--- config.mk ---
export PLATFORM = sky130hd
export DESIGN_NAME = fetch_pc_sequencer
export DESIGN_NICKNAME = d
export VERILOG_FILES = /design/src/rtl/fetch_pkg.sv /design/src/rtl/next_pc_calc.sv /design/src/rtl/fetch_pc_sequencer.sv
export SDC_FILE = /design/constraint.sdc
export NUM_CORES = 1
export LEC_CHECK = 0
export CAP_MARGIN = 20
export CORE_AREA = 5 5 185 187
export DETAILED_ROUTE_END_ITERATION = 12
export DIE_AREA = 0 0 190 192
export PLACE_DENSITY_LB_ADDON = 0.15
export RECOVER_POWER = 50
export SLEW_MARGIN = 10
export SYNTH_ARGS = -nofsm -noshare
export SYNTH_HDL_FRONTEND = slang
export SYNTH_SLANG_ARGS = --single-unit
--- constraint.sdc ---
create_clock -name CLK_i -period 7.6 [get_ports CLK_i]
set_clock_uncertainty 0.1 [all_clocks]
set_input_delay 1.52 -clock CLK_i [delete_from_list [all_inputs] [get_ports CLK_i]]
set_output_delay 1.52 -clock CLK_i [all_outputs]
set_load 0.02 [all_outputs]
--- src/rtl/fetch_pkg.sv ---
// Shared state encoding, widths and default step for the fetch PC sequencer.
package fetch_pkg;
   localparam int ADDR_W          = 64;
   localparam int INSTR_W         = 32;
   localparam int DEFAULT_PC_STEP = 4;

   typedef enum logic [1:0] {
      IDLE,
      FETCH,
      WAIT_OUT,
      SQUASH
   } fetch_state_e;
endpackage

--- src/rtl/next_pc_calc.sv ---
// Combinational next-PC logic: sequential successor, branch target and taken decision.
module next_pc_calc
   import fetch_pkg::*;
#(
   parameter int PC_STEP = DEFAULT_PC_STEP
) (
   input  logic [ADDR_W-1:0] PC_i,
   input  logic [ADDR_W-1:0] ResolvePC_i,
   input  logic [ADDR_W-1:0] SignExtImm64_i,
   input  logic              Branch_i,
   input  logic              UCbranch_i,
   input  logic              ALUZero_i,
   input  logic              ResolveValid_i,
   output logic [ADDR_W-1:0] SeqPC_o,
   output logic [ADDR_W-1:0] Target_o,
   output logic              Taken_o
);
   assign SeqPC_o  = PC_i + ADDR_W'(PC_STEP);
   // Target wraps modulo 2^64 by construction of the 64-bit add.
   assign Target_o = ResolvePC_i + SignExtImm64_i;
   assign Taken_o  = ResolveValid_i && (UCbranch_i || (Branch_i && ALUZero_i));
endmodule

--- src/rtl/fetch_pc_sequencer.sv ---
// Fetch controller: owns the PC, issues single outstanding imem requests, feeds a one-entry
// decode slot and redirects on taken branches. Define FETCH_STATS_EN for taken/squash counters.
module fetch_pc_sequencer
   import fetch_pkg::*;
#(
   parameter logic [ADDR_W-1:0] RESET_PC = '0,
   parameter int                PC_STEP  = DEFAULT_PC_STEP
) (
   input  logic               CLK_i,
   input  logic               Reset_i,
   output logic               ImemReq_o,
   output logic [ADDR_W-1:0]  ImemAddr_o,
   input  logic               ImemAck_i,
   input  logic [INSTR_W-1:0] ImemInstr_i,
   output logic               InstrValid_o,
   output logic [INSTR_W-1:0] Instr_o,
   output logic [ADDR_W-1:0]  InstrPC_o,
   input  logic               InstrReady_i,
   input  logic               ResolveValid_i,
   input  logic               Branch_i,
   input  logic               UCbranch_i,
   input  logic               ALUZero_i,
   input  logic [ADDR_W-1:0]  ResolvePC_i,
   input  logic [ADDR_W-1:0]  SignExtImm64_i,
   output logic               Redirect_o
`ifdef FETCH_STATS_EN
   ,
   output logic [31:0]        TakenCount_o,
   output logic [31:0]        SquashCount_o
`endif
);
   fetch_state_e       state_q;
   logic [ADDR_W-1:0]  pc_q;
   logic [ADDR_W-1:0]  addr_q;
   logic               valid_q;
   logic [INSTR_W-1:0] instr_q;
   logic [ADDR_W-1:0]  instr_pc_q;
   logic               redirect_q;

   logic [ADDR_W-1:0]  seq_pc_d;
   logic [ADDR_W-1:0]  target_d;
   logic               taken;
   logic               imem_req;
   logic               ack;
   logic               consume;

   next_pc_calc #(.PC_STEP(PC_STEP)) u_next_pc (
      .PC_i           (pc_q),
      .ResolvePC_i    (ResolvePC_i),
      .SignExtImm64_i (SignExtImm64_i),
      .Branch_i       (Branch_i),
      .UCbranch_i     (UCbranch_i),
      .ALUZero_i      (ALUZero_i),
      .ResolveValid_i (ResolveValid_i),
      .SeqPC_o        (seq_pc_d),
      .Target_o       (target_d),
      .Taken_o        (taken)
   );

   // A fetch request only shows while the slot is empty or draining this cycle, so an ack
   // can never land on an unconsumed instruction; a squash always holds its request.
   assign imem_req = (state_q == SQUASH) ||
                     ((state_q == FETCH) && (!valid_q || InstrReady_i));
   assign ack      = imem_req && ImemAck_i;
   assign consume  = valid_q && InstrReady_i;

   always_ff @(posedge CLK_i or posedge Reset_i) begin
      if (Reset_i) begin
         state_q    <= IDLE;
         pc_q       <= RESET_PC;
         addr_q     <= '0;
         valid_q    <= 1'b0;
         instr_q    <= '0;
         instr_pc_q <= '0;
         redirect_q <= 1'b0;
      end else begin
         redirect_q <= taken;
         if (taken) begin
            pc_q    <= target_d;
            valid_q <= 1'b0;
            if (imem_req && !ImemAck_i) begin
               state_q <= SQUASH;
            end else begin
               state_q <= FETCH;
               addr_q  <= target_d;
            end
         end else begin
            unique case (state_q)
               IDLE: begin
                  state_q <= FETCH;
                  addr_q  <= pc_q;
               end
               FETCH: begin
                  if (ack) begin
                     instr_q    <= ImemInstr_i;
                     instr_pc_q <= pc_q;
                     valid_q    <= 1'b1;
                     pc_q       <= seq_pc_d;
                     addr_q     <= seq_pc_d;
                  end else if (consume) begin
                     valid_q <= 1'b0;
                  end else if (valid_q) begin
                     state_q <= WAIT_OUT;
                  end
               end
               WAIT_OUT: begin
                  if (consume) begin
                     valid_q <= 1'b0;
                     state_q <= FETCH;
                  end
               end
               SQUASH: begin
                  if (ImemAck_i) begin
                     state_q <= FETCH;
                     addr_q  <= pc_q;
                  end
               end
               default: state_q <= IDLE;
            endcase
         end
      end
   end

   assign ImemReq_o    = imem_req;
   assign ImemAddr_o   = addr_q;
   assign InstrValid_o = valid_q;
   assign Instr_o      = instr_q;
   assign InstrPC_o    = instr_pc_q;
   assign Redirect_o   = redirect_q;

`ifdef FETCH_STATS_EN
   logic [31:0] taken_cnt_q;
   logic [31:0] squash_cnt_q;

   always_ff @(posedge CLK_i or posedge Reset_i) begin
      if (Reset_i) begin
         taken_cnt_q  <= '0;
         squash_cnt_q <= '0;
      end else begin
         if (taken) taken_cnt_q <= taken_cnt_q + 32'd1;
         if (ack && (taken || (state_q == SQUASH))) squash_cnt_q <= squash_cnt_q + 32'd1;
      end
   end

   assign TakenCount_o  = taken_cnt_q;
   assign SquashCount_o = squash_cnt_q;
`endif
endmodule

==> results by stage <==
Worst setup path:
- The critical path launch point type is a primary input.
- For the worst setup path, the data required time is 7900 ps.
- STA classifies the critical path endpoint as a flop.
- The data arrival time of the critical path is 6020 ps.
- The critical path is of the in -> reg type.
- The peak fanout along the critical path is 68.

Die:
- The die covers 36500 µm².
- The floorplan die width is approximately 190 µm.
- The effective utilization at floorplan is 46.3%.
- In this run the standard cell core region covers ~32000 µm².
- The number of placed I/O pins is 331.
- The number of standard-cell rows in the floorplan is 66.
- The floorplan die height is 192 µm.

Synthesis:
- The net count after synthesis is roughly 1.9k.
- Synthesis handed over a netlist of 1689 instances.
- The post-synthesis share of cell area spent on full adders, half adders and majority gates is under 10%.
- The per-instance average area after synthesis is 8.84 µm².
- The number of enable-type register cells in the synthesized netlist is 0.
- Synthesis inferred 228 register bits.
- The sequential cell area fraction in the yosys report is 38.2%.
- The post-synthesis simple-gate area fraction is between 10% and 20%.
- Of the total synthesized cell area, the portion taken by XOR and XNOR cells is 9.97%.
- Yosys printed 0 warnings.
- Among all flip-flop cells after synthesis, the most frequent one is sky130_fd_sc_hd__dfrtp_1.
- Synthesis instantiated 67 different standard cells from the library.
- Summing the areas of all compound-gate instances in the mapped netlist gives 17.1% of the synthesized area.
- Measured against the total synthesized area, the mux share comes to 7.93%.
- The share of async-settable or async-resettable flops after synthesis is 100%.
- The dominant combinational cell family by area after synthesis is simple AND/OR/NAND/NOR gates.
- The post-synth design cell area is 14900 µm².

Detailed routing:
- The detailed router finished its first iteration with 1043 violations.
- The wire length per cell is approximately 20 µm.
- The total via count after detailed routing is 13.6k.
- The remaining routing DRC violations is 0.
- Wires add up to approximately 49000 µm.
- The number of vias per cell is 5.69.
- The iteration count of the initial detailed-routing pass is 7.
- The number of antenna-violating nets in the routed design is 0.

Timing:
- The max-slew headroom at the worst pin is -95.2%.
- Setup violations remaining at the end of the flow were counted as 0.
- Setup repair after global routing left no endpoint under its margin.
- Static timing analysis puts the maximum clock frequency at 0.175 GHz.
- The final number of hold-violating endpoints is 0.
- The worst path needs 5720 ps of the cycle, external delays included.
- Setup total negative slack on the finished layout was measured at 0 ps.
- In the finished design, the share of the clock period the worst path needs comes to ~75%.
- The max-slew violation count is 110.
- The measured slew at the worst slew-check pin is 2930 ps.
- The final worst-path setup slack is 1880 ps.

Clock tree:
- CTS built an H-tree with a depth of 1.
- The number of buffers inserted by post-CTS setup repair is 0.
- In this run, post-CTS hold repair placed 0 buffers.
- Once the clock tree was built, the resizer swapped 0 gates to a different size.
- At the later pin of the worst-skew pair, clock insertion delay measures 520 ps.
- The number of buffers created by CTS is 24.
- The clock passes through at most 3 buffers.
- The CTS tree is built.
- The master cell of the clock root buffer is sky130_fd_sc_hd__clkbuf_16.
- Clock-pin slew was measured on the worst setup and hold paths at 60 ps.
- CTS saw 228 sinks.

Global route:
- The sum of overflow across all layers after global routing is 0.
- The first global-routing pass estimated 77000 µm of wire.
- Global routing used 26.1% of the available tracks.
- The number of antenna violations at the first check in global routing came to 0.
- The via count of the first global-routing pass was 13.5k.
- The largest net degree at the start of global routing is 176.

Outcome:
- The run finished, with violations left.
- The final reports fail on capacitance limit, slew limit.

Power and ir drop:
- The reported leakage power is 7.97 nW.
- The worst voltage drop across the vdd grid is approximately 170 µV.
- Power spread over the standard cell area amounts to 338 nW/µm².

Place:
- The congestion estimate from routability-driven global placement came to 0.937.
- The number of placed instances, taps included, is 2354.
- Timing analysis after detailed placement gives a worst setup slack of roughly 2200 ps.
- Buffers placed on the I/O ports in this run total 330.
- The total half-perimeter wirelength after legalization and detailed placement is 37800 µm.

Cells and area:
- The most frequent standard cell in the layout excluding fill and tap cells is sky130_fd_sc_hd__clkdlybuf4s50_1.
- From synthesis to final layout, the design area changed by 29.8%.
- After the last flow step, the layout net total stands at roughly 2.2k.
- After the flow finishes, the layout carries non-filler instances totaling 2397.
- The diode insertion count for antenna repair is 0.
- The post-route netlist has 8.34% of its cells at a drive strength greater than 1.
- Leaving out fill and tap cells, the most frequent cells in the layout are sky130_fd_sc_hd__clkdlybuf4s50_1, sky130_fd_sc_hd__dfrtp_1, sky130_fd_sc_hd__nand2_1.

Hold path:
- The classification of the worst-slack hold path is reg -> reg.

Job:
- Across the run, the number of max-cap violations was 2.
-- critical path, stage by stage --
cell                              delay, ps
sky130_fd_sc_hd__clkdlybuf4s50_1        430
sky130_fd_sc_hd__a21o_1                 170
sky130_fd_sc_hd__nand2_1               1520
sky130_fd_sc_hd__inv_2                  170
sky130_fd_sc_hd__nor3_1                 320
sky130_fd_sc_hd__o21ai_0                230
sky130_fd_sc_hd__nand2_4                520
sky130_fd_sc_hd__buf_4                  680
sky130_fd_sc_hd__mux2_2                 400
-- power breakdown --
part | total (mW) | internal [mW] | leakage (nW) | switching (mW)
Sequential | 2.19 | 1.73 | 2.68 | 0.463
Clock | 1.42 | 0.927 | 0.473 | 0.495
Combinational | 2.93 | 1.35 | 4.81 | 1.58
-- layer usage --
| metal | track usage (%) | share of wire [%] | routed length [µm] | vias up |
|---|---|---|---|---|
| met1 | 39.0 | 47 | 23100 | 6577 |
| met4 | 5.15 | 1.6 | 789 | 0 |
| met5 | 0 | 0 | 0 | - |
| li1 | - | - | - | 6498 |
| met3 | 4.16 | 7.3 | 3570 | 49 |
| met2 | 40.5 | 44 | 21600 | 508 |
-- cell type report --
class | count | area, µm²
fillers | 2864 | 12900
multi-input cells | 1319 | 8690
flip-flops and latches | 228 | 5710
repair buffers | 337 | 3360
clock buffers | 32 | 712
well taps | 442 | 553
clock inverters | 11 | 258
inverters | 28 | 106
-- per-stage QoR --
stage / hold slack (ps) / utilization [%] / total power [mW] / instance area, µm²
3_3_place_gp: 361 / 57.1 / 5.19 / 18400
4_1_cts: 380 / 60.1 / 6.67 / 19400
5_1_grt: 400 / 60.1 / 6.90 / 19400
2_1_floorplan: 358 / - / 3.78 / 14900
6_report: 372 / 60.1 / 6.55 / 19400
3_5_place_dp: 366 / 57.1 / 5.24 / 18400
-- final timing paths --
kind	cells after the start	to	slack (ps)	from
hold / removal	2	ImemAddr_o[7]	370	ImemAddr_o[7]
min in group asynchronous	3	pc_q[6]	1640	Reset_i
hold reg to reg	2	ImemAddr_o[7]	370	ImemAddr_o[7]
setup reg to reg	8	pc_q[60]	3650	state_q[0]
setup / recovery	9	ImemAddr_o[1]	1880	ALUZero_i
max in group asynchronous	3	pc_q[55]	3160	Reset_i
-- synth_stat cells, types with 28 or more instances --
cell type	count	area [µm²]
sky130_fd_sc_hd__ha_1	64	801
sky130_fd_sc_hd__o31ai_1	32	240
sky130_fd_sc_hd__mux2_2	98	1100
sky130_fd_sc_hd__a21o_1	31	233
sky130_fd_sc_hd__o21ai_0	75	375
sky130_fd_sc_hd__nor2_1	150	563
sky130_fd_sc_hd__a21oi_1	137	686
sky130_fd_sc_hd__xnor2_1	88	771
sky130_fd_sc_hd__nand4_1	39	244
sky130_fd_sc_hd__inv_1	28	105
sky130_fd_sc_hd__nand2_1	203	762
sky130_fd_sc_hd__dfrtp_1	228	5710
sky130_fd_sc_hd__xor2_1	82	718
sky130_fd_sc_hd__clkbuf_1	80	300
sky130_fd_sc_hd__nor3_1	41	205
sky130_fd_sc_hd__nand3_1	54	270
-- kinds of logic after synthesis --
family | Yosys count
and+or+nand+nor | 568
AOI/OAI and AO/OA | 410
DFF | 228
xor gates and xnor gates | 170
buffers and inverters | 142
muxes | 106
adders and majority gates | 65
-- flip-flops by register name (all words and copies together), names as in the netlist --
| signal | cells |
|---|---|
| state_q | 2 |
| ImemAddr_o | 64 |
| pc_q | 64 |
| Redirect_o | 1 |
| InstrPC_o | 64 |
| Instr_o | 32 |
| InstrValid_o | 1 |
Power figures use the tool's default switching activity.
